[config.mk]
export PLATFORM = sky130hd
export DESIGN_NAME = state_if
export DESIGN_NICKNAME = d
export VERILOG_FILES = /design/src/rtl/state_if.sv
export SDC_FILE = /design/constraint.sdc
export NUM_CORES = 1
export LEC_CHECK = 0
export ABC_CLOCK_PERIOD_IN_PS = 5200
export CORE_MARGIN = 5
export CORE_UTILIZATION = 29
export CTS_CLUSTER_DIAMETER = 40
export DETAILED_ROUTE_END_ITERATION = 8
export GPL_TIMING_DRIVEN = 0
export PLACE_DENSITY = 0.56
export SKIP_CTS_REPAIR_TIMING = 1
export SLEW_MARGIN = 10
export SYNTH_ARGS = -nofsm -noshare
export SYNTH_HDL_FRONTEND = slang
export SYNTH_SLANG_ARGS = --single-unit
[constraint.sdc]
create_clock -name clk -period 5.2 [get_ports clk]
set_input_delay 1.04 -clock clk [delete_from_list [all_inputs] [get_ports clk]]
set_output_delay 1.04 -clock clk [all_outputs]
set_load 0.02 [all_outputs]
[src/rtl/state_if.sv]
// rtl/state_if.sv - RV32 instruction-fetch stage: imem handshake, PC, redirect and stall handling
module state_if #(
    parameter logic [31:0] RESET_PC = 32'h0000_0000
) (
    input  logic        clk,
    input  logic        rst,
    output logic [31:0] PC,
    output logic        Inst_Req_Valid,
    input  logic        Inst_Req_Ready,
    input  logic [31:0] Instruction,
    input  logic        Inst_Valid,
    output logic        Inst_Ready,
    input  logic        fb_ex_branch,
    input  logic [31:0] branch_PC,
    input  logic        fb_mem,
    output logic        complete_this,
    output logic [31:0] PC_output,
    output logic [31:0] Instruction_reg,
    output logic [31:0] cpu_perf_cnt_0,
    output logic [31:0] cpu_perf_cnt_2
);

    typedef enum logic [1:0] {
        INIT    = 2'd0,
        IF_REQ  = 2'd1,
        IF_WAIT = 2'd2,
        IF_DONE = 2'd3
    } state_t;

    state_t state;
    // kill marks an outstanding request whose response belongs to a squashed path
    logic   kill;

    always_ff @(posedge clk or negedge rst) begin
        if (!rst) begin
            state           <= INIT;
            PC              <= RESET_PC;
            kill            <= 1'b0;
            Inst_Req_Valid  <= 1'b0;
            Inst_Ready      <= 1'b0;
            complete_this   <= 1'b0;
            PC_output       <= 32'h0;
            Instruction_reg <= 32'h0;
            cpu_perf_cnt_0  <= 32'h0;
            cpu_perf_cnt_2  <= 32'h0;
        end else begin
            if (state == IF_REQ || state == IF_WAIT) begin
                cpu_perf_cnt_2 <= cpu_perf_cnt_2 + 32'd1;
            end

            case (state)
                INIT: begin
                    state          <= IF_REQ;
                    Inst_Req_Valid <= 1'b1;
                end

                IF_REQ: begin
                    if (Inst_Req_Ready) begin
                        state          <= IF_WAIT;
                        Inst_Req_Valid <= 1'b0;
                        Inst_Ready     <= 1'b1;
                        // The old-PC request is already on its way; its data must be dropped
                        if (fb_ex_branch) begin
                            PC   <= branch_PC;
                            kill <= 1'b1;
                        end
                    end else if (fb_ex_branch) begin
                        PC <= branch_PC;
                    end
                end

                IF_WAIT: begin
                    if (Inst_Valid) begin
                        Inst_Ready <= 1'b0;
                        if (kill || fb_ex_branch) begin
                            kill           <= 1'b0;
                            state          <= IF_REQ;
                            Inst_Req_Valid <= 1'b1;
                            if (fb_ex_branch) begin
                                PC <= branch_PC;
                            end
                        end else begin
                            Instruction_reg <= Instruction;
                            PC_output       <= PC;
                            PC              <= PC + 32'd4;
                            complete_this   <= 1'b1;
                            state           <= IF_DONE;
                        end
                    end else if (fb_ex_branch) begin
                        PC   <= branch_PC;
                        kill <= 1'b1;
                    end
                end

                IF_DONE: begin
                    if (fb_ex_branch) begin
                        complete_this  <= 1'b0;
                        PC             <= branch_PC;
                        state          <= IF_REQ;
                        Inst_Req_Valid <= 1'b1;
                    end else if (!fb_mem) begin
                        complete_this  <= 1'b0;
                        cpu_perf_cnt_0 <= cpu_perf_cnt_0 + 32'd1;
                        state          <= IF_REQ;
                        Inst_Req_Valid <= 1'b1;
                    end
                end

                default: begin
                    state          <= INIT;
                    Inst_Req_Valid <= 1'b0;
                    Inst_Ready     <= 1'b0;
                end
            endcase
        end
    end

endmodule

* After elaboration in Yosys (flattened, before gate mapping) *
Cells that the tools add are included.

storage, ports and cells
  output and inout port bits = 163
  register bits = 166
  input port bits = 70

cells by class
  equal/unequal tests = 9
  reduce and logical (&&, ||, !) cells = 14
  bitwise gates (word level) = 3
  add/sub/neg operators = 3
  mux-type cells = 29

operators with widths
  kind                                                              count
  32-bit two-way mux                                                3
  32-bit by 1-bit adder with 32-bit output (second input constant)  2
  32-bit case mux with 2 select lines                               1
  32-bit by 3-bit adder with 32-bit output (second input constant)  1
  1-bit two-way mux                                                 15
  3-bit AND reduction                                               5
  2-bit two-way mux                                                 5
  2-bit case mux with 4 select lines                                1
  4-bit AND reduction                                               2
  2-bit != test (second input constant)                             3
  1-bit case mux with 2 select lines                                3
  2-bit nonzero test                                                3
  2-bit == test (second input constant)                             2
  1-bit case mux with 4 select lines                                1
  3-bit by 2-bit != test with 1-bit output (second input constant)  1
  3-bit != test (second input constant)                             1
  1-bit NOT                                                         3
  2-bit by 1-bit == test with 1-bit output (second input constant)  1
  2-bit logical NOT                                                 1
  1-bit logical OR                                                  2
  2-bit by 1-bit != test with 1-bit output (second input constant)  1
  2-bit OR reduction                                                1

* Depth between registers and ports, before layout *
Gate-level depths: netlist (run 1).

  depth in word-level cells = 4
  depth in mapped cells = 9

* Worst setup path before layout (run 1) *
No wires, ideal clock.

  path kind = input-to-reg
  start = input Inst_Valid
  end = register PC[30]
  data required time = 5.131 ns
  path slack = 2.793 ns
  buffers on the path = 1
  data arrival time = 2.338 ns
  cell stages on the path = 6
  cells stage by stage = or4b_4 buf_6 nor2_8 nand2_2 or4_1 nand3_1

on the way
  word-level cells in the longest chain between the ends = 2

RTL lines
  element                              RTL line  source
  start: declaration                   11        input logic Inst_Valid,
  32-bit two-way mux                   73        if (Inst_Valid) begin
  32-bit case mux with 2 select lines  51        case (state)
  end signal: assignment               64        PC <= branch_PC;
  end signal: assignment               80        PC <= branch_PC;
  end signal: assignment               85        PC <= PC + 32'd4;
  end: declaration                     7         output logic [31:0] PC,

Every way passes these cells.
A chain may end at the register's enable or synchronous reset.

* Worst setup path after layout (run 1) *
  start = input fb_ex_branch
  end = register PC_output[27]

on the way
  word-level cells in the longest chain between the ends = 3

RTL lines
  element                        RTL line  source
  start: declaration             13        input logic fb_ex_branch,
  1-bit logical OR               75        if (kill || fb_ex_branch) begin
  1-bit NOT (no line)            -
  3-bit AND reduction (no line)  -
  end signal: assignment         42        PC_output <= 32'h0;
  end signal: assignment         84        PC_output <= PC;
  end: declaration               17        output logic [31:0] PC_output,

Every way passes these cells.

==> summary.md, run 1 <==
| Metric | Value |
|---|---|
| DR DRC count | 0 |
| Max Cap Viol | 0 |
| Area Growth Syn to Fin | 44.0% |
| Async set-or-reset flop fraction in the synthesized netlist | 100% |
| Final period utilization | between 60% and 70% |
| Post-route cell area | 11000 um2 |
| Dpl cells | between 1000 and 1500 |
| Critical path buffer and inverter count | 3 |
| Worst-margin pin slew | ~1100 ps |
| Final WL | 22200 um |
| Core Area | between 20000 and 30000 um2 |
| Die width | ~170 um |
| Cell Area, Synth | roughly 7600 um2 |
| Layout Nets | around 990 |
| Number of global-route vias before repair | roughly 6200 |
| Delay-heaviest family, CP | buffers and inverters |
| Synth top cells by count | dfrtp_1 (166), mux2_2 (66), nand2_1 (54) |
| Max Transition Viols Final | 0 |
| ANT cells | 0 |
| First-pass iteration count of the detailed router | 4 |
| Global-route wire length before repair | roughly 35000 um |
| Hpwl dp | roughly 16000 um |
| # clock sinks | around 170 |
| Initial DRC count | ~290 |
| Synth cell types | between 60 and 70 |
| Worst endpoint required time | between 5000 and 6000 ps |
| Worst Clk Skew | around 19 ps |
| Post-Synthesis Cells | roughly 660 |
| IO Count | ~230 |
| Syn nets | around 730 |
| Number of synthesized flops with an enable pin | 0 |
| Vias | 6070 |
| Die area | slightly below 30000 um2 |
| HP Class | flop to flop |
| Worst VDD drop | 234 uV |
| Largest area contributor in the netlist | dfrtp_1 |
| Worst setup margin | between 1500 and 2000 ps |
| Clock Latency Late Sink | approximately 430 ps |
| Post-synth top area share | ~54% |
| Max frequency | 312 MHz |
| Routed Antenna Nets | 0 |
| Critical Path Fanout Max | 10 |
| Synth Flop Type | dfrtp_1 |
| H-tree depth | 4 |
| Most common cell in the netlist | dfrtp_1 |
| Total power draw | approximately 5300 uW |
| Post-synthesis register bit count | approximately 170 |
| Slowest stage delay, CP | ~900 ps |
| CP cell instances | clkdlybuf4s50_1, buf_2, nor3_2, buf_2, mux2_2 |
| Status | finished, final reports clean |
| Pre-CTS setup slack | roughly 1400 ps |
| Wire per inst | about 18 um |
| Top cells by area, synth | dfrtp_1 (54%), mux2_2 (9.8%), xnor2_1 (5.2%) |
| Die H | ~170 um |
| Clock-pin slew on the worst setup and hold paths | about 70 ps |
| Vias per inst | 4.83 |
| Initial antenna violation count | 2 |
| Routability congestion estimate | 0.771 |
| Syn. warnings | 0 |
| CP max stage cell | nor3_2 |
| Placed Instance Area | between 10000 and 15000 um2 |
| RSZ-0062 raised after global routing | false |
| Relative slew slack | 26.6% |
| P_leak | roughly 0.0047 uW |
| Syn Area/Cell | ~12 um2 |
| Share of cells above drive strength 1 | ~14% |
| Total GRT Usage | 15.2% |
| Endpoints failing hold | 0 |
| Grt ovf | 0 |
| Nature of the critical path startpoint | input pin |
| Largest net degree at the start of global routing | between 100 and 150 |
| CTS tree | yes |
| Initial core utilization | 29.3% |
| Register area share after synthesis | a little over half |
| Total CTS buffers | 17 |
| PD cells | between 400 and 500 nW/um2 |
| Crit path DAT | between 3000 and 4000 ps |
| Worst Setup End Kind | flop |
| PortBufs | approximately 230 |
| Kind of critical path | input pin to flop |
| WHS | ~470 ps |
| Clock root buffer | clkbuf_16 |
| Num rows | 59 |
| Final Setup Violations | 0 |
| Final non-filler cell total | roughly 1300 |
| CTS Buffer Depth | 2 |
| Critical path's most frequent cell | buf_2 |
| Final min period | 3200 ps |
final timing paths:
path	start	to	slack, ps	depth (start not counted)
worst min-delay path	cpu_perf_cnt_0[31]$_DFFE_PN0P_	cpu_perf_cnt_0[31]$_DFFE_PN0P_	470	1
worst max register to register	state[1]$_DFFE_PN0P_	PC[10]$_DFFE_PN0P_	2500	7
min in group asynchronous	rst	Instruction_reg[21]$_DFFE_PN0P_	530	1
worst min register to register	cpu_perf_cnt_0[31]$_DFFE_PN0P_	cpu_perf_cnt_0[31]$_DFFE_PN0P_	470	1
max in group asynchronous	rst	cpu_perf_cnt_2[30]$_DFFE_PN0P_	3760	2
worst max-delay path	fb_ex_branch	PC_output[27]$_DFFE_PN0P_	2000	5
final cells by class:
type	instances	area, um2
repair buffers	233	2350
clock buffers	19	443
flip-flops and latches	166	4150
inverters	15	56.3
clock inverters	13	138
plain buffers	23	109
multi-input cells	453	3300
fillers	2527	15000
well taps	335	419
cell families after synthesis:
| kind of cell | share of synthesized area (%) |
|---|---|
| multiplexers | 10.0 |
| AO/OA/AOI/OAI | 8.06 |
| AND/OR/NAND/NOR | 17.0 |
| adder cells (fa/ha/maj) | 1.15 |
| XOR/XNOR | 7.12 |
| flip-flops | 54.5 |
| buffers and inverters | 2.17 |
worst register-to-register path: stages, from the launching register on:
cell and delay (ps):
dfrtp_1 400, inv_1 100, ha_1 270, nor4b_4 490, nand2_1 410, nor3_1 460
a311oi_1 180, a221o_1 280
report_power, final:
part,switching (uW),internal (uW),leakage [uW]
Combinational,1070,994,0.00223
Sequential,363,1640,0.00218
Clock,578,689,0.000279
metrics by stage:
stage               setup TNS (ps)  utilization [%]
floorplan                        0                -
global placement           -736960             39.9
detailed placement               0             40.0
CTS                              0             42.2
global route                     0             42.2
finish                           0             42.2
placed cells by master (no fill, tap or decap), types with 19 or more instances in the layout:
| cell | Yosys | routed |
|---|---|---|
| a21oi_1 | 19 | 19 |
| mux2_2 | 66 | 66 |
| dfrtp_1 | 166 | 166 |
| xnor2_1 | 45 | 45 |
| nor2_1 | 28 | 28 |
| nand4_1 | 27 | 27 |
| nand3_1 | 36 | 36 |
| clkdlybuf4s50_1 | 0 | 231 |
| nand2_1 | 54 | 54 |
per-layer routing:
metal	wire (um)	vias to the layer above	track usage (%)
li1	-	2894	-
met1	9820	2994	20.8
met2	10500	161	23.9
met3	1660	17	4.44
met4	264	4	3.62
met5	27	-	0
Note: power is estimated with default switching activity, not from simulation.
==> inputs of run 2 (changes only) <==
Settings changed: ABC_CLOCK_PERIOD_IN_PS 5200 to 3300.
Clock period 5.2 ns to 3.3 ns, I/O delays scaled along.
==> results of run 2 <==
The final DEF is identical to that of run 1. Status: finished, final reports clean.
Among the figures that moved: setup slack after placement 1450 ps -> -75.0 ps; setup slack after layout 2000 ps -> 477 ps; hold slack 471 ps -> 148 ps; register-to-register setup slack 2500 ps -> 600 ps; total power 5330 uW -> 8400 uW; worst IR drop on VDD 234 uV -> 368 uV
==> inputs of run 3 (changes only) <==
Settings changed: CORE_UTILIZATION 29 to 47, PLACE_DENSITY 0.56 to 0.82, RECOVER_POWER set to 25.
==> run 3 against run 2 <==
The run now ends with max-capacitance violations, max-slew violations left. Combinational power is essentially flat. Sequential share of layout area grew 0.60 points. Final cell count shrank 9.5%. Critical path depth is the same. Sequential power is essentially flat. Critical endpoint is now Instruction_reg[29]$_DFFE_PN0P_. Wire length shrank 7.4%. Power shrank 0.47%. Highest routed layer is now met4. Final area shrank 1.6%. Via count grew 2.0%. Setup slack gained 160 ps. Global-route usage grew 7.1 points.
==> summary.md, run 3 (synthesized netlist as in run 1, its figures left out) <==
| Metric | Value |
|---|---|
| Max frequency | approximately 380 MHz |
| IO Count | around 230 |
| Crit path DAT | 2970 ps |
| ANT cells | 0 |
| Vias per inst | roughly 5.4 |
| Largest net degree at the start of global routing | around 100 |
| Failing checks | max-capacitance violations, max-slew violations |
| Clock-pin slew on the worst setup and hold paths | 60 ps |
| Worst Setup End Kind | flop |
| H-tree depth | 4 |
| Worst-margin pin slew | 1640 ps |
| Initial core utilization | 48.0% |
| Wire per inst | approximately 18 um |
| Placed Instance Area | between 10000 and 15000 um2 |
| Hpwl dp | approximately 15000 um |
| Num rows | 46 |
| Die area | roughly 19000 um2 |
| Clock Latency Late Sink | around 430 ps |
| Number of global-route vias before repair | approximately 6200 |
| Worst Clk Skew | around 10 ps |
| WHS | 266 ps |
| Max Transition Viols Final | 65 |
| First-pass iteration count of the detailed router | 7 |
| Post-route cell area | between 10000 and 15000 um2 |
| CTS Buffer Depth | 2 |
| Area Growth Syn to Fin | 41.8% |
| Critical Path Fanout Max | 10 |
| Max Cap Viol | 1 |
| DR DRC count | 0 |
| P_leak | between 0.004 and 0.005 uW |
| Final min period | about 2700 ps |
| Worst setup margin | approximately 640 ps |
| Worst VDD drop | 581 uV |
| Critical path buffer and inverter count | 3 |
| Clock root buffer | clkbuf_16 |
| Routability congestion estimate | 0.809 |
| # clock sinks | about 170 |
| Layout Nets | just under 1000 |
| Vias | around 6200 |
| Final Setup Violations | 0 |
| Fin util | about two thirds |
| Most frequent cells in the layout | clkdlybuf4s50_1 (231), dfrtp_1 (166), mux2_2 (66), nand2_1 (54), xnor2_1 (45) |
| Global-route wire length before repair | ~33000 um |
| Initial DRC count | ~390 |
| CP cell instances | clkdlybuf4s50_1, buf_2, nor3_2, buf_2, mux2_2 |
| Die H | 137 um |
| Pre-CTS setup slack | roughly 130 ps |
| RSZ-0062 raised after global routing | false |
| Endpoints failing hold | 0 |
| Grt ovf | 0 |
| Nature of the critical path startpoint | input pin |
| Status | complete, but fails checks |
| Total GRT Usage | around 22% |
| Slowest stage delay, CP | 800 ps |
| Final period utilization | 80.6% |
| Relative slew slack | -9.30% |
| Final WL | roughly 21000 um |
| CTS tree | yes |
| Most common cell after layout, fill and taps aside | clkdlybuf4s50_1 |
| Critical path's most frequent cell | buf_2 |
| Die width | ~140 um |
| Total CTS buffers | 17 |
| Delay-heaviest family, CP | buffers and inverters |
| PD cells | between 700 and 800 nW/um2 |
| CP max stage cell | nor3_2 |
| Worst endpoint required time | about 3600 ps |
| Initial antenna violation count | 0 |
| Kind of critical path | input pin to flop |
| Routed Antenna Nets | 0 |
| HP Class | input pin to async pin |
| Total power draw | between 8000 and 9000 uW |
| Share of cells above drive strength 1 | around 14% |
| PortBufs | 232 |
| Core Area | between 15000 and 20000 um2 |
## run 3: per-stage QoR
| step | instances | setup TNS (ps) |
|---|---|---|
| final | 1138 | 0 |
| after global routing | 1138 | 0 |
| after CTS | 1138 | 0 |
| after detailed placement | 1106 | 0 |
| after global placement | 1105 | -893180 |
| after floorplan | 657 | 0 |
## run 3: final timing paths
kind | startpoint | slack, ps | cells after the start | to
max | fb_ex_branch | 640 | 5 | Instruction_reg[29]$_DFFE_PN0P_
min | rst | 270 | 1 | PC[19]$_DFFE_PN0P_
max reg2reg | state[1]$_DFFE_PN0P_ | 720 | 7 | PC[10]$_DFFE_PN0P_
min reg2reg | cpu_perf_cnt_0[31]$_DFFE_PN0P_ | 480 | 1 | cpu_perf_cnt_0[31]$_DFFE_PN0P_
max in group asynchronous | rst | 960 | 2 | cpu_perf_cnt_0[7]$_DFFE_PN0P_
min in group clk | cpu_perf_cnt_0[31]$_DFFE_PN0P_ | 480 | 1 | cpu_perf_cnt_0[31]$_DFFE_PN0P_
## run 3: final cells by class
type	instances	area (um2)
clock inverters	13	148
clock buffers	19	433
fillers	1224	5080
repair buffers	233	2330
well taps	216	270
multi-input cells	453	3300
flip-flops and latches	166	4150
plain buffers	23	109
inverters	15	56.3
## run 3: worst reg2reg max path, delay by kind of cell (launching register included)
kind	cells	cell delay [ps]
buffers and inverters	1	90
flip-flops	1	390
adder cells (fa/ha/maj)	1	270
AO/OA/AOI/OAI	4	1190
AND/OR/NAND/NOR	1	580
## run 3: power by group
| group | total, uW | switching, uW | internal, uW |
|---|---|---|---|
| sequential | 3140 | 560 | 2580 |
| combinational | 3250 | 1690 | 1560 |
| clock | 1970 | 843 | 1130 |
| total | 8360 | 3090 | 5270 |
## run 3: layer usage
metal	routed length (um)	vias to the layer above	global-route usage [%]	share of wire (%)
li1	-	2899	-	-
met1	8580	3046	28.6	42
met5	0	-	0	0
met3	1570	23	6.32	7.6
met4	343	0	7.65	1.7
met2	10100	225	36.4	49
